--- src/rtl/muldiv_seq_if.sv ---
// Request/response bundle between the execute stage and the M-extension sequencer.
// The execute stage owns the master modport; the sequencer owns the slave modport.
interface muldiv_seq_if #(
   parameter int XLEN = 32
);
   // Both channels transfer on a rising edge where valid && ready are high. A valid
   // may not depend on the ready of its own channel. Once raised, resp_valid and
   // result hold until the transfer completes or a flush clears the sequencer.
   logic            req_valid;
   logic            req_ready;
   logic [3:0]      op;
   logic [XLEN-1:0] rs1;
   logic [XLEN-1:0] rs2;
   logic            resp_valid;
   logic            resp_ready;
   logic [XLEN-1:0] result;

   modport master (
      output req_valid, op, rs1, rs2, resp_ready,
      input  req_ready, resp_valid, result
   );

   modport slave (
      input  req_valid, op, rs1, rs2, resp_ready,
      output req_ready, resp_valid, result
   );
endinterface

--- src/rtl/muldiv_seq.sv ---
// Iterative radix-2 multiply/divide sequencer for the execute stage.
// One operation in flight; shift-add multiply and restoring divide take XLEN cycles.
module muldiv_seq #(
   parameter int XLEN  = 32,
   parameter int CNT_W = $clog2(XLEN) + 1
) (
   input  logic         clk,
   input  logic         rst_n,
   input  logic         flush,
   muldiv_seq_if.slave  bus,
   output logic         busy,
   output logic [1:0]   dbg_state_o
);
   // ALU control codes for the M extension; all other codes are non-M operations.
   localparam logic [3:0] OP_MUL    = 4'h8;
   localparam logic [3:0] OP_MULH   = 4'h9;
   localparam logic [3:0] OP_MULHSU = 4'hA;
   localparam logic [3:0] OP_MULHU  = 4'hB;
   localparam logic [3:0] OP_DIV    = 4'hC;
   localparam logic [3:0] OP_DIVU   = 4'hD;
   localparam logic [3:0] OP_REM    = 4'hE;
   localparam logic [3:0] OP_REMU   = 4'hF;

   typedef enum logic [1:0] {IDLE = 2'd0, RUN = 2'd1, DONE = 2'd2} state_t;

   state_t              state_q, state_d;
   logic [CNT_W-1:0]    cnt_q, cnt_d;
   logic [3:0]          op_q, op_d;
   logic [2*XLEN-1:0]   acc_q, acc_d;
   logic [XLEN-1:0]     opb_q, opb_d;
   logic                neg_q, neg_d;
   logic                rneg_q, rneg_d;
   logic                fast_q, fast_d;
   logic [XLEN-1:0]     fres_q, fres_d;

   logic                accept, is_m, is_mul, signed_a, signed_b, sa, sb;
   logic                div_zero, ovf, fast;
   logic [XLEN-1:0]     mag_a, mag_b, fast_res;
   logic [XLEN:0]       mul_sum, rem_sh, rem_diff;
   logic                rem_ge;
   logic [2*XLEN-1:0]   prod_c;
   logic [XLEN-1:0]     quot_c, rem_c, res_sel;

   assign accept = (state_q == IDLE) && bus.req_valid && !flush;

   // Decode of the operation presented on the request channel.
   always_comb begin
      is_m     = bus.op[3];
      is_mul   = (bus.op[3:2] == 2'b10);
      signed_a = (bus.op == OP_MULH) || (bus.op == OP_MULHSU) ||
                 (bus.op == OP_DIV)  || (bus.op == OP_REM);
      signed_b = (bus.op == OP_MULH) || (bus.op == OP_DIV) || (bus.op == OP_REM);
      sa       = signed_a && bus.rs1[XLEN-1];
      sb       = signed_b && bus.rs2[XLEN-1];
      mag_a    = sa ? -bus.rs1 : bus.rs1;
      mag_b    = sb ? -bus.rs2 : bus.rs2;
      div_zero = (bus.op[3:2] == 2'b11) && (bus.rs2 == '0);
      ovf      = ((bus.op == OP_DIV) || (bus.op == OP_REM)) &&
                 (bus.rs1 == {1'b1, {(XLEN-1){1'b0}}}) && (bus.rs2 == '1);
      fast     = !is_m || div_zero || ovf;
      fast_res = '0;
      if (div_zero) begin
         fast_res = ((bus.op == OP_DIV) || (bus.op == OP_DIVU)) ? '1 : bus.rs1;
      end else if (ovf) begin
         fast_res = (bus.op == OP_DIV) ? {1'b1, {(XLEN-1){1'b0}}} : '0;
      end
   end

   // One radix-2 step. The divide partial remainder needs XLEN+1 bits after the shift.
   always_comb begin
      mul_sum  = {1'b0, acc_q[2*XLEN-1:XLEN]} + (acc_q[0] ? {1'b0, opb_q} : '0);
      rem_sh   = acc_q[2*XLEN-1:XLEN-1];
      rem_diff = rem_sh - {1'b0, opb_q};
      rem_ge   = (rem_sh >= {1'b0, opb_q});
   end

   always_comb begin
      state_d = state_q;
      cnt_d   = cnt_q;
      op_d    = op_q;
      acc_d   = acc_q;
      opb_d   = opb_q;
      neg_d   = neg_q;
      rneg_d  = rneg_q;
      fast_d  = fast_q;
      fres_d  = fres_q;
      case (state_q)
         IDLE: begin
            if (accept) begin
               op_d   = bus.op;
               neg_d  = sa ^ sb;
               rneg_d = sa;
               fast_d = fast;
               fres_d = fast_res;
               opb_d  = is_mul ? mag_a : mag_b;
               acc_d  = {{XLEN{1'b0}}, (is_mul ? mag_b : mag_a)};
               if (fast) begin
                  cnt_d   = '0;
                  state_d = DONE;
               end else begin
                  cnt_d   = CNT_W'(XLEN);
                  state_d = RUN;
               end
            end
         end
         RUN: begin
            if (op_q[2] == 1'b0) begin
               acc_d = {mul_sum, acc_q[XLEN-1:1]};
            end else begin
               acc_d = {(rem_ge ? rem_diff[XLEN-1:0] : rem_sh[XLEN-1:0]),
                        acc_q[XLEN-2:0], rem_ge};
            end
            cnt_d = cnt_q - 1'b1;
            if (cnt_q == CNT_W'(1)) begin
               state_d = DONE;
            end
         end
         DONE: begin
            if (bus.resp_ready) begin
               state_d = IDLE;
            end
         end
         default: state_d = IDLE;
      endcase
      if (flush) begin
         state_d = IDLE;
      end
   end

   always_ff @(posedge clk or negedge rst_n) begin
      if (!rst_n) begin
         state_q <= IDLE;
         cnt_q   <= '0;
         op_q    <= '0;
         acc_q   <= '0;
         opb_q   <= '0;
         neg_q   <= 1'b0;
         rneg_q  <= 1'b0;
         fast_q  <= 1'b0;
         fres_q  <= '0;
      end else begin
         state_q <= state_d;
         cnt_q   <= cnt_d;
         op_q    <= op_d;
         acc_q   <= acc_d;
         opb_q   <= opb_d;
         neg_q   <= neg_d;
         rneg_q  <= rneg_d;
         fast_q  <= fast_d;
         fres_q  <= fres_d;
      end
   end

   // Sign correction is applied to the full product so MULH* get the right high half.
   always_comb begin
      prod_c = neg_q ? -acc_q : acc_q;
      quot_c = neg_q ? -acc_q[XLEN-1:0] : acc_q[XLEN-1:0];
      rem_c  = rneg_q ? -acc_q[2*XLEN-1:XLEN] : acc_q[2*XLEN-1:XLEN];
      case (op_q)
         OP_MUL:                        res_sel = prod_c[XLEN-1:0];
         OP_MULH, OP_MULHSU, OP_MULHU:  res_sel = prod_c[2*XLEN-1:XLEN];
         OP_DIV, OP_DIVU:               res_sel = quot_c;
         OP_REM, OP_REMU:               res_sel = rem_c;
         default:                       res_sel = '0;
      endcase
      if (fast_q) begin
         res_sel = fres_q;
      end
   end

   assign bus.req_ready  = (state_q == IDLE);
   assign bus.resp_valid = (state_q == DONE);
   assign bus.result     = (state_q == DONE) ? res_sel : '0;
   assign busy           = (state_q != IDLE);
   assign dbg_state_o    = state_q;
endmodule

--- src/flat_wrapper.sv ---
// flat-port wrapper written by rule: the top's interface ports become plain ports
module muldiv_seq_flat 
#(
   parameter int XLEN  = 32,
   parameter int CNT_W = $clog2(XLEN) + 1
)
  (clk, rst_n, flush, busy, dbg_state_o, bus_req_valid, bus_op, bus_rs1, bus_rs2, bus_resp_ready, bus_req_ready, bus_resp_valid, bus_result);
  muldiv_seq_if #(.XLEN(XLEN)) bus_i ();
  input  logic clk;
  input  logic rst_n;
  input  logic flush;
  output logic busy;
  output logic [1:0] dbg_state_o;
  input wire logic [$bits(bus_i.req_valid)-1:0] bus_req_valid;
  input wire logic [$bits(bus_i.op)-1:0] bus_op;
  input wire logic [$bits(bus_i.rs1)-1:0] bus_rs1;
  input wire logic [$bits(bus_i.rs2)-1:0] bus_rs2;
  input wire logic [$bits(bus_i.resp_ready)-1:0] bus_resp_ready;
  output wire logic [$bits(bus_i.req_ready)-1:0] bus_req_ready;
  output wire logic [$bits(bus_i.resp_valid)-1:0] bus_resp_valid;
  output wire logic [$bits(bus_i.result)-1:0] bus_result;
  assign bus_i.req_valid = bus_req_valid;
  assign bus_i.op = bus_op;
  assign bus_i.rs1 = bus_rs1;
  assign bus_i.rs2 = bus_rs2;
  assign bus_i.resp_ready = bus_resp_ready;
  assign bus_req_ready = bus_i.req_ready;
  assign bus_resp_valid = bus_i.resp_valid;
  assign bus_result = bus_i.result;
  muldiv_seq #(.XLEN(XLEN), .CNT_W(CNT_W)) u_core (.clk(clk), .rst_n(rst_n), .flush(flush), .bus(bus_i), .busy(busy), .dbg_state_o(dbg_state_o));
endmodule
--- config.mk ---
export PLATFORM = sky130hd
export DESIGN_NAME = muldiv_seq_flat
export DESIGN_NICKNAME = d
export VERILOG_FILES = /design/src/rtl/muldiv_seq_if.sv /design/src/rtl/muldiv_seq.sv /design/src/flat_wrapper.sv
export SDC_FILE = /design/constraint.sdc
export NUM_CORES = 1
export LEC_CHECK = 0
export CORE_MARGIN = 4
export CORE_UTILIZATION = 50
export DETAILED_ROUTE_END_ITERATION = 10
export PLACE_DENSITY = 0.7
export SETUP_SLACK_MARGIN = 0.5
export SYNTH_ARGS = -nofsm -noshare
export SYNTH_HDL_FRONTEND = slang
export SYNTH_SLANG_ARGS = --single-unit
--- constraint.sdc ---
create_clock -name clk -period 4.8 [get_ports clk]
set_input_delay 1.2 -clock clk [delete_from_list [all_inputs] [get_ports clk]]
set_output_delay 1.2 -clock clk [all_outputs]
set_load 0.005 [all_outputs]
== After elaboration in Yosys (flattened, before gate mapping) ==
Index checks and enable logic that the tools add are counted.
Operators by class
  bitwise gates (word level): 1
  $lt $le $gt $ge: 1
  equality and inequality tests: 24
  reduce and logical (&&, ||, !) cells: 28
  mux-type cells: 28
  add/subtract/negate cells: 8
Operators with widths (number)
  32-bit 2-to-1 mux: 14
  64-bit 2-to-1 mux: 3
  32-bit negation: 4
  32-bit one-hot mux with 4 select lines: 1
  64-bit one-hot mux with 2 select lines: 1
  32-bit equality test, second input constant: 2
  64-bit negation: 1
  4-bit equality test, second input constant: 13
  32-bit by 32-bit adder with 33-bit output: 1
  33-bit by 32-bit >= comparator with 1-bit output: 1
  32-bit logical NOT: 1
  32-bit subtractor: 1
  6-bit 2-to-1 mux: 2
  6-bit one-hot mux with 2 select lines: 1
  2-bit 2-to-1 mux: 5
  1-bit logical OR: 9
  1-bit logical AND: 7
  2-bit equality test, second input constant: 3
  6-bit by 1-bit equality test with 1-bit output, second input constant: 1
  3-bit by 2-bit != test with 1-bit output, second input constant: 2
  2-bit one-hot mux with 3 select lines: 1
  6-bit by 1-bit subtractor with 6-bit output, second input constant: 1
  2-bit AND reduction: 2
  2-bit nonzero test: 2
  9 further kinds: 11
Storage, ports and cells
  register bits: 143
  logic and storage cells: 99
  input port bits: 73

== Logic depth before layout (Yosys ltp) ==
  word-level depth: 9
  mapped depth: 14
  mapped depth without buffers: 13

== Worst setup path before layout ==
OpenSTA, ideal clock, no wires.
  path type: reg-to-output
  start: reg u_core.acc_q[16]
  end: out bus_result[24]
  cell stages (with the launch flop): 11
  path buffers: 2
  slack: 513 ps
  data arrival time: 3087 ps
  path through: dfrtp_1 buf_6 or4_4 or3_4 or4_4 or4_1 buf_2 nor4_2 o21ai_1 a311oi_1 a221o_1
On the way
  longest elaborated chain between the ends: 5
RTL lines
  from (decl): line muldiv_seq.sv:29  | logic [2*XLEN-1:0] acc_q, acc_d;
  from (signal assigned): line muldiv_seq.sv:135  | acc_q <= '0;
  from (signal assigned): line muldiv_seq.sv:145  | acc_q <= acc_d;
  64-bit negation / 32-bit negation (equally long branches): line muldiv_seq.sv:156, muldiv_seq.sv:157
  64-bit 2-to-1 mux / 32-bit 2-to-1 mux (equally long branches): line muldiv_seq.sv:156, muldiv_seq.sv:157
  32-bit one-hot mux with 4 select lines (*): line muldiv_seq.sv:159  | case (op_q)
  32-bit 2-to-1 mux (*): line muldiv_seq.sv:166  | if (fast_q) begin
  32-bit 2-to-1 mux (*): line muldiv_seq.sv:173  | assign bus.result = (state_q == DONE) ? res_sel : '0;
  to (decl): line flat_wrapper.sv:21  | output wire logic [$bits(bus_i.result)-1:0] bus_result;
Mark *: on every way between the ends. The rest lies on a longest branch, timed or not.

== Final worst setup path ==
  start: reg u_core.acc_q[15]
  end: out bus_result[18]
Same word-level chain as after synthesis.

==> key figures <==
STA
  – Final setup fails: 9
  – F_max: between 200 and 250 MHz
  – Clock Skews: between 0.01 and 0.015 ns
  – RSZ-0062 raised after global routing: yes
  – Final Hold Fails: 0
  – Minimum clock period: approximately 4.9 ns
  – Max-slew headroom: between 30 and 40%
  – Fin crit share: 102%
  – Final worst setup slack: -0.0884 ns
  – Worst hold slack: around 0.49 ns
  – Worst-Margin Slew: slightly above 1 ns
  – Max Slew Vio Count: 0
  – Sum Neg Setup Slack: -0.384 ns

Detailed routing
  – 1st-pass router iterations: 6
  – Post-route DRC: 0
  – Final Routed Wirelength: 56500 microns
  – Routed WL per cell: 21.9 microns
  – Vias per inst: between 6 and 7
  – Number of routed nets with antenna violations: 0
  – Initial DRC count: ~1700
  – Via count: roughly 16000

Setup path
  – Worst-path maximum fanout: 4
  – Delay-heaviest family, CP: simple AND/OR/NAND/NOR gates
  – Crit path DAT: roughly 3.7 ns
  – R2r endpoint: u_core.acc_q[62]
  – Crit-path slowest cell: or4_4
  – Kind of critical path: reg2out
  – CP Launch Type: flop
  – R2R depth: 13
  – CP endpoint kind: output pin
  – Worst reg2reg startpoint: u_core.acc_q[0]
  – CP max stage delay: between 0.5 and 0.6 ns
  – Cell Chain, Critical Path: or4_4 -> or3_4 -> or4_4 -> or4_4 -> buf_6 -> buf_6 -> o31ai_4 -> xnor2_1 -> nand2_1 -> a31oi_1 -> buf_4 -> buf_6
  – WP data required: about 3.6 ns
  – Flop2flop setup slack: roughly 0.75 ns
  – WP buf/inv: 4

Clock network
  – # H-tree levels: 4
  – Worst-path clk slew: around 0.06 ns
  – CTS Root Cell: clkbuf_16
  – Worst skew pair latency: 0.44 ns
  – TritonCTS clock tree: built
  – Sink Count: 143
  – Max Root-Sink Buffers: 2
  – Hold-fix buffers, CTS: 0
  – CTS Buf Count: 17

Global routing
  – Vias in the first global route: 15500
  – Initial antenna violation count: 2
  – Grt total ovfl: 0
  – Largest net degree at the start of global routing: 74
  – First-pass GRT wire length: ~87000 microns
  – GRT Resource Usage Total: 33.1%

Logic synthesis
  – Synthesized area: 14900 sq um
  – Synth async-reset ratio: 100%
  – Cell variety after synth: 70
  – Post-Syn Nets: about 2200
  – Cells after Synth: roughly 2000
  – Syn_area_per_cell: roughly 7.4 sq um
  – Post-synth top flop: dfrtp_1
  – EDFF count, synth: 0
  – Synth top area share: between 20% and 30%
  – Total number of yosys warnings: 0
  – Largest cells by area after synthesis: dfrtp_1 (24%), o21ai_0 (8.2%), nand2_1 (6.4%), ha_1 (5.9%), xnor2_1 (5.9%)
  – Register bit total from synthesis: 143
  – Sequential area share after synthesis: between 20% and 30%
  – Top cell type by total area after synthesis: dfrtp_1

Floorplan
  – Die Y: about 180 microns
  – Ports: 110
  – Effective utilization at floorplan: between 50% and 60%
  – Die Span X: 181 microns
  – Core Region: around 30000 sq um
  – Row Count: between 60 and 70
  – Die area: ~33000 sq um

Pwr
  – Peak supply drop: 0.000262 V
  – Int Power: 0.00540 W
  – Logic pwr share: 68.4%
  – Psw: about 0.0053 W
  – Sequential power share: about a fifth
  – Switching part of the total: between 40% and 50%
  – Leak pwr: 7.54 nW
  – Clock power share: between 10% and 20%
  – PD cells: approximately 600 nW/um^2

Layout
  – Number of fill cells: 2730
  – Share of cells above drive strength 1: approximately 14%
  – Fin cells: between 2000 and 3000
  – Area Overhead vs Synth: 22.0%
  – Diode count: 0
  – Utilization after layout: 61.6%
  – Final Net Count: approximately 2300

Placed design
  – Input/output buffers: between 100 and 150
  – Hpwl dp: around 43000 microns
  – Gp weighted congestion: a little over 1
  – # placed instances: ~2500

Min path
  – Hold Startpoint: u_core.fres_q[14]
  – Hold Path End: u_core.fres_q[14]
  – Class of the most critical hold timing path: reg2reg
  – Worst Hold Depth: 2

Status
  – Failing checks: setup timing
  – Status: complete, but fails checks

Flow run
  – Max-cap violations: 0
[logic make-up after synthesis]
kind of cell | after synthesis | share of synthesized area, %
and+or+nand+nor | 660 | 20.6
muxes | 56 | 3.79
buffers and inverters | 214 | 5.45
adders and majority gates | 73 | 6.22
AOI/OAI and AO/OA | 695 | 29.0
xor gates and xnor gates | 187 | 11.0
DFF | 143 | 24.0
[power by group through the flow]
stage	Sequential, W	Combinational [W]	Clock [W]
2_1_floorplan	0.00193	0.00450	0
4_1_cts	0.00197	0.00704	0.00139
3_5_place_dp	0.00197	0.00671	0
5_1_grt	0.00203	0.00793	0.00143
6_report	0.00199	0.00732	0.00139
3_3_place_gp	0.00196	0.00666	0
[per-stage QoR]
step	area, sq um	setup WS (ns)	power [W]
3_3_place_gp	17000	-0.0756	0.00862
5_1_grt	18200	-0.185	0.0114
4_1_cts	18000	-0.111	0.0104
3_5_place_dp	17000	-0.0727	0.00868
2_1_floorplan	14900	0.513	0.00642
6_report	18200	-0.0884	0.0107
[state kept, by name (all words and copies together) (netlist names)]
| register | cells |
|---|---|
| u_core.fres_q | 32 |
| u_core.op_q | 4 |
| u_core.neg_q | 1 |
| u_core.rneg_q | 1 |
| u_core.dbg_state_o | 2 |
| u_core.cnt_q | 6 |
| u_core.acc_q | 64 |
| u_core.fast_q | 1 |
| u_core.opb_q | 32 |
[cell type report]
class	count	area [sq um]	share of cell area [%]
well taps	390	488	2.68
flip-flops and latches	143	3580	19.7
clock buffers	19	453	2.49
multi-input cells	1671	11000	60.3
inverters	76	285	1.57
clock inverters	13	151	0.831
repair buffers	262	2270	12.4
[worst max-delay path by stage]
stage | from | end | depth (start not counted)
4_1_cts | u_core.acc_q[15] | bus_result[31] | 14
2_1_floorplan | u_core.acc_q[16] | bus_result[24] | 10
6_report | u_core.acc_q[15] | bus_result[18] | 12
3_3_place_gp | u_core.acc_q[18] | bus_result[24] | 9
3_5_place_dp | u_core.acc_q[18] | bus_result[24] | 9
5_1_grt | u_core.acc_q[15] | bus_result[18] | 12
[per-layer routing]
metal  vias up  routed length (microns)  GRT usage (%)
met2       769                    25500           53.0
met4         2                     2000           12.9
met3       127                     4300           3.10
li1       7660                        -              -
met1      7804                    24600           46.4
met5         -                       18              0
[Yosys cell counts (33+ instances only)]
cell and number:
nor3_1 43, nand3_1 60, xor2_1 86, clkbuf_1 128, a22oi_1 35, nand2_1 256
o211ai_1 41, mux2i_1 52, a21o_1 33, inv_1 74, nor2_1 146, dfrtp_1 143
a21oi_1 125, xnor2_1 101, ha_1 71, o21ai_0 245
[cell usage in the layout, fill, tap and decap left out, types with 33 or more instances in the layout]
cell / n
a21o_1: 33
o211ai_1: 41
clkdlybuf4s50_1: 76
mux2i_1: 52
a21oi_1: 121
buf_4: 129
nand3_1: 59
xor2_1: 86
o21ai_0: 209
ha_1: 70
xnor2_1: 99
dfrtp_1: 141
nor3_1: 41
nand2_1: 251
inv_1: 72
nor2_1: 143
a22oi_1: 35
[tightest hold or removal path: cells and delay by family, from the launching register on]
family / cells / cell delay (ns)
and+or+nand+nor: 1 / 0.04
AOI/OAI and AO/OA: 1 / 0.06
DFF: 1 / 0.34
[timing repair]
item                                    CTS  global route
pin swaps                                56            38
resized for setup                       222            46
setup buffers                            17             9
endpoints found under the setup margin   32            33
(Power assumes the default switching activity.)
